## config.mk

```make
export PLATFORM = sky130hd
export DESIGN_NAME = z_pipe_sca_adder
export DESIGN_NICKNAME = d
export VERILOG_FILES = /design/src/rtl/z_sca_pkg.sv /design/src/rtl/z_sca_seg.sv /design/src/rtl/z_pipe_sca_adder.sv
export SDC_FILE = /design/constraint.sdc
export NUM_CORES = 1
export LEC_CHECK = 0
export ABC_AREA = 1
export CAP_MARGIN = 20
export CORE_UTILIZATION = 52
export CTS_CLUSTER_DIAMETER = 120
export DETAILED_ROUTE_END_ITERATION = 10
export PLACE_DENSITY = 0.76
export SLEW_MARGIN = 20
export SYNTH_ARGS = -nofsm -noshare
export SYNTH_HDL_FRONTEND = slang
export SYNTH_HIERARCHICAL = 1
export SYNTH_SLANG_ARGS = --single-unit
```

## constraint.sdc

```tcl
create_clock -name clk -period 8.2 [get_ports clk]
set_input_delay 1.64 -clock clk [delete_from_list [all_inputs] [get_ports clk]]
set_output_delay 1.64 -clock clk [all_outputs]
set_load 0.02 [all_outputs]
```

## src/rtl/z_sca_pkg.sv

```systemverilog
// Shared constants, stage-count helper and payload type for the segmented
// carry-select adder family.
package z_sca_pkg;

  localparam int SCA_WIDTH = 32;
  localparam int SCA_SEG   = 8;

  function automatic int z_sca_nseg(input int width, input int seg);
    return (seg < 1) ? 1 : width / seg;
  endfunction

  // Stage payload at the default configuration; wider/narrower builds size
  // their per-stage registers from WIDTH/SEG directly.
  typedef struct packed {
    logic                 vld;
    logic [SCA_WIDTH-1:0] sum;
    logic [SCA_WIDTH-1:0] a;
    logic [SCA_WIDTH-1:0] b;
    logic                 cy;
    logic                 sub;
  } sca_stage_t;

endpackage

```

## src/rtl/z_sca_seg.sv

```systemverilog
// Combinational SEG-bit carry-select segment. With Z_SCA_STATUS_EN defined it
// also reports the carry into its MSB for signed-overflow detection.
module z_sca_seg #(
  parameter int SEG = 8
) (
  input  logic [SEG-1:0] a,
  input  logic [SEG-1:0] b,
  input  logic           cin,
  output logic [SEG-1:0] sum,
`ifdef Z_SCA_STATUS_EN
  output logic           c_msb,
`endif
  output logic           cout
);

  logic [SEG:0] sum0;
  logic [SEG:0] sum1;

  assign sum0 = {1'b0, a} + {1'b0, b};
  assign sum1 = {1'b0, a} + {1'b0, b} + {{SEG{1'b0}}, 1'b1};

  assign {cout, sum} = cin ? sum1 : sum0;

`ifdef Z_SCA_STATUS_EN
  assign c_msb = sum[SEG-1] ^ a[SEG-1] ^ b[SEG-1];
`endif

endmodule

```

## src/rtl/z_pipe_sca_adder.sv

```systemverilog
// Pipelined segmented carry-select adder/subtractor, one stage per SEG-bit
// segment. Define Z_SCA_STATUS_EN to enable the out_ovf/out_zero flags.
module z_pipe_sca_adder
  import z_sca_pkg::*;
#(
  parameter int WIDTH = SCA_WIDTH,
  parameter int SEG   = SCA_SEG
) (
  input  logic             clk,
  input  logic             rst,
  input  logic             in_valid,
  output logic             in_ready,
  input  logic [WIDTH-1:0] in_a,
  input  logic [WIDTH-1:0] in_b,
  input  logic             in_cin,
  input  logic             in_sub,
  output logic             out_valid,
  input  logic             out_ready,
  output logic [WIDTH-1:0] out_sum,
  output logic             out_cout,
  output logic             out_ovf,
  output logic             out_zero
);

  localparam int NSEG = z_sca_nseg(WIDTH, SEG);
  localparam int LAST = NSEG - 1;

  if (SEG < 1) begin : g_bad_seg
    $error("z_pipe_sca_adder: SEG must be at least 1");
  end else if (WIDTH % SEG != 0) begin : g_bad_width
    $error("z_pipe_sca_adder: WIDTH must be a multiple of SEG");
  end

  logic advance;

  for (genvar k = 0; k < NSEG; k++) begin : stg
    localparam int LO  = k * SEG;
    localparam int RIN = WIDTH - LO;

    logic [RIN-1:0]    a_in;
    logic [RIN-1:0]    b_in;
    logic              cy_in;
    logic              vld_in;
    logic [SEG-1:0]    seg_sum;
    logic              seg_cy;
    logic              vld_p;
    logic              cy_p;
    logic [LO+SEG-1:0] sum_p;
`ifdef Z_SCA_STATUS_EN
    logic              seg_cmsb;
`endif

    z_sca_seg #(.SEG(SEG)) u_seg (
      .a     (a_in[SEG-1:0]),
      .b     (b_in[SEG-1:0]),
      .cin   (cy_in),
      .sum   (seg_sum),
`ifdef Z_SCA_STATUS_EN
      .c_msb (seg_cmsb),
`endif
      .cout  (seg_cy)
    );

    // Stage k boundary: operands come from the ports or the previous skew regs
    if (k == 0) begin : g_src
      assign a_in   = in_a;
      assign b_in   = in_sub ? ~in_b : in_b;
      assign cy_in  = in_sub | in_cin;
      assign vld_in = in_valid;

      always_ff @(posedge clk) begin
        if (advance) sum_p <= seg_sum;
      end
    end else begin : g_src
      assign a_in   = stg[k-1].g_rem.a_p;
      assign b_in   = stg[k-1].g_rem.b_p;
      assign cy_in  = stg[k-1].cy_p;
      assign vld_in = stg[k-1].vld_p;

      always_ff @(posedge clk) begin
        if (advance) sum_p <= {seg_sum, stg[k-1].sum_p};
      end
    end

    always_ff @(posedge clk) begin
      if (rst)          vld_p <= 1'b0;
      else if (advance) vld_p <= vld_in;
    end

    always_ff @(posedge clk) begin
      if (advance) cy_p <= seg_cy;
    end

    if (RIN > SEG) begin : g_rem
      logic [RIN-SEG-1:0] a_p;
      logic [RIN-SEG-1:0] b_p;

      always_ff @(posedge clk) begin
        if (advance) begin
          a_p <= a_in[RIN-1:SEG];
          b_p <= b_in[RIN-1:SEG];
        end
      end
    end

`ifdef Z_SCA_STATUS_EN
    if (k == LAST) begin : g_flag
      logic cmsb_p;

      always_ff @(posedge clk) begin
        if (advance) cmsb_p <= seg_cmsb;
      end
    end
`endif
  end

  // Output boundary: results are masked while no valid operation is present
  assign out_valid = stg[LAST].vld_p;
  assign advance   = ~out_valid | out_ready;
  assign in_ready  = advance;
  assign out_sum   = out_valid ? stg[LAST].sum_p : '0;
  assign out_cout  = out_valid & stg[LAST].cy_p;

`ifdef Z_SCA_STATUS_EN
  assign out_ovf  = out_valid & (stg[LAST].cy_p ^ stg[LAST].g_flag.cmsb_p);
  assign out_zero = out_valid & (stg[LAST].sum_p == '0);
`else
  assign out_ovf  = 1'b0;
  assign out_zero = 1'b0;
`endif

endmodule

```

==> impl_results.md <==
- CTS clk-pin slew, worst paths: 0.07 ns
- Internal: 1.93 mW
- Critical Path RT: 6.56 ns
- Setup Viol. Count Final: 0
- Vias per Instance: 4.80
- Initial antenna violation count: 0
- Tmin final: 5.10 ns
- Die H: 131 um
- Pre-antenna DRT Iters: 5
- Max-slew violations: 0
- Row count: 46
- Unique masters post-synth: 28
- Cts repair resizes: 0
- RR Startpoint: out_valid$_SDFFE_PP0P_
- Gate power share: 18.2%
- Post-synth EDFFs: 180
- Switching share of power: 25.7%
- Most common cell after layout, fill and taps aside: edfxtp_1
- Synth warnings: 6
- GRT Overall Usage: 16.5%
- Maximum clock skew at final layout: 0.00978 ns
- Most used DFF post-synth: edfxtp_1
- Net Sw Power: 0.670 mW
- HPWL Detailed: 9610 um
- Final net count: 942
- # IOs: 107
- Number of port buffers: 104
- CTS tree: done
- DRC: 0
- Clk_lat worst skew: 0.42 ns
- Slew of the pin with the lowest slew margin: 0.964 ns
- Vias: 5,088
- Final hold viol count: 0
- Critical Path Fanout Max: 49
- Setup crit end kind: output pin
- Slew margin rel.: 35.7%
- Syn avg cell area: 12.2 um^2
- Vias in the first global route: 5,087
- Max Fclk: 0.196 GHz
- Min-delay src: stg[0].sum_p[5]$_DFFE_PP_
- Root buf cell: clkbuf_16
- Area growth syn-to-layout: 20.7%
- Drt total wl: 13,600 um
- Worst Hold End: stg[1].sum_p[5]$_DFFE_PP_
- Cell area power density: 247 mW/mm^2
- CTS Hold Buffers Added: 0
- Num Clock Sinks: 184
- Clock share of power: 30.0%
- Die Width: 131 um
- Max VDD drop: 0.175 mV
- Max Cap Viol: 0
- Worst Setup Path Type: input port to output pin
- Hold WC Path Type: flip-flop to flip-flop
- Syn Inst Count: 715
- First-pass GRT wire length: 22,400 um
- R2r endpoint: stg[0].sum_p[6]$_DFFE_PP_
- Largest net degree at the start of global routing: 80
- Crit share post-route: 62.2%
- Initial Util: 54.1%
- Fraction of registers with async set/reset: 0%
- CTS Buf Count: 17
- Total negative slack: 0 ns
- Worst Hold Depth: 0
- Hold slack: 0.410 ns
- Grt total ovfl: 0
- CP startpoint kind: input port
- Core area: 0.0161 mm^2
- Wire length per cell: 12.8 um
- Status: finished, final reports clean
- LEAKAGE: 4.56 nW
- Reg2Reg Depth: 4
- Syn Std Cell Area: 0.00871 mm^2
- Sequential Power Share: 51.7%
- Antenna Nets Post-Route: 0
- FF-to-FF setup slack: 5.15 ns
- Final antenna diode count: 0
- Worst EP arrival: 3.46 ns
- DRT iter0 DRCs: 339
- Register area share after synthesis: 63.0%
- Layout cells sized above 1: 12.7%
- Commonest non-fill, non-tap cells in the layout: 180 x edfxtp_1, 152 x nand2_1, 103 x inv_1, 103 x clkdlybuf4s50_1, 40 x xor2_1
- Flops & latches, synth: 184
- Clk buf depth: 2
- Final GP Congestion: 0.848
- H-tree Lvls: 4
- Setup Fix Bufs, Post-CTS: 0
- Die Footprint: 0.0173 mm^2
- RSZ-0062 raised after global routing: no
-- worst max-delay path, stage by stage --
cell and delay (ns):
clkdlybuf4s50_1 0.48, inv_1 0.10, nand2_4 0.47, clkdlybuf4s50_1 0.73
-- cell families after synthesis --
kind of cell               Yosys count  synth area share [%]
AOI/OAI and AO/OA                   17                 0.977
adders and majority gates           40                  6.09
xor gates and xnor gates            56                  5.63
other                                1                0.0430
muxes                                4                 0.517
buffers and inverters              117                  5.95
DFF                                184                  63.0
and+or+nand+nor                    296                  17.8
-- layout make-up --
cell class	instances	area (um^2)
Inverter	107	402
Multi-Input combinational cell	415	2720
Tap cell	216	270
Clock inverter	15	151
Timing Repair Buffer	107	1060
Sequential cell	184	5490
Clock buffer	17	425
Fill cell	1169	5600
-- how the worst max path moves through the flow --
stage / start / slack [ns] / endpoint
after CTS: out_ready / 3.08 / in_ready
final: out_ready / 3.10 / in_ready
after floorplan: out_ready / 0.87 / in_ready
after global placement: out_ready / 3.13 / in_ready
after detailed placement: out_ready / 3.08 / in_ready
after global routing: out_ready / 3.01 / in_ready
-- layer usage --
metal / global-route usage (%) / vias up / wire length, um
met2: 31.2 / 113 / 7420
met1: 17.2 / 2365 / 5510
met4: 7.24 / 0 / 238
li1: - / 2594 / -
met3: 4.17 / 16 / 426
met5: 0 / - / 0
-- power by group through the flow --
stage	clock (mW)	combinational (mW)	sequential (mW)
global route	0.838	0.534	1.36
global placement	0	0.451	1.35
detailed placement	0	0.471	1.37
finish	0.781	0.474	1.35
CTS	0.802	0.477	1.35
floorplan	0	0.365	1.34
-- stage by stage --
stage | worst slack [ns] | instance area, um^2 | utilization [%] | cells | total power [mW]
finish | 3.10 | 10500 | 65.2 | 1061 | 2.60
CTS | 3.08 | 10500 | 65.2 | 1061 | 2.63
floorplan | 0.867 | 8710 | - | 716 | 1.71
detailed placement | 3.08 | 9930 | 61.6 | 1029 | 1.84
global placement | 3.13 | 9930 | 61.6 | 1029 | 1.80
global route | 3.01 | 10500 | 65.2 | 1061 | 2.74
-- Yosys cell counts (3+ instances only) --
cell      count  area [um^2]
o21ai_0       4         20.0
or2_4         4         35.0
xnor2_1      16          140
edfxtp_1    180         5410
nor2_4        8         90.1
nand2_1     153          574
nor3_1        4         20.0
nor2_1       27          101
ha_1         36          450
nand2_2      20          125
nor2_2        8         50.1
buf_4         6         45.0
mux2_2        4         45.0
nand3_1      35          175
nand2_4      12          135
inv_2         4         15.0
nand3_2       8         80.1
nand3b_1     12         90.1
buf_12        3         60.1
nand3_4       4         70.1
inv_1       103          387
fa_1          4         80.1
dfxtp_1       4         80.1
xor2_1       40          350
a21oi_1      13         65.1
-- registers in the layout, indices dropped and copies added, names as in the netlist --
register,cells
stg.g_rem.a_p,48
stg.g_rem.b_p,48
stg.vld_p,3
out_valid,1
stg.cy_p,4
stg.sum_p,80
Note: power is estimated with default switching activity, not from simulation.
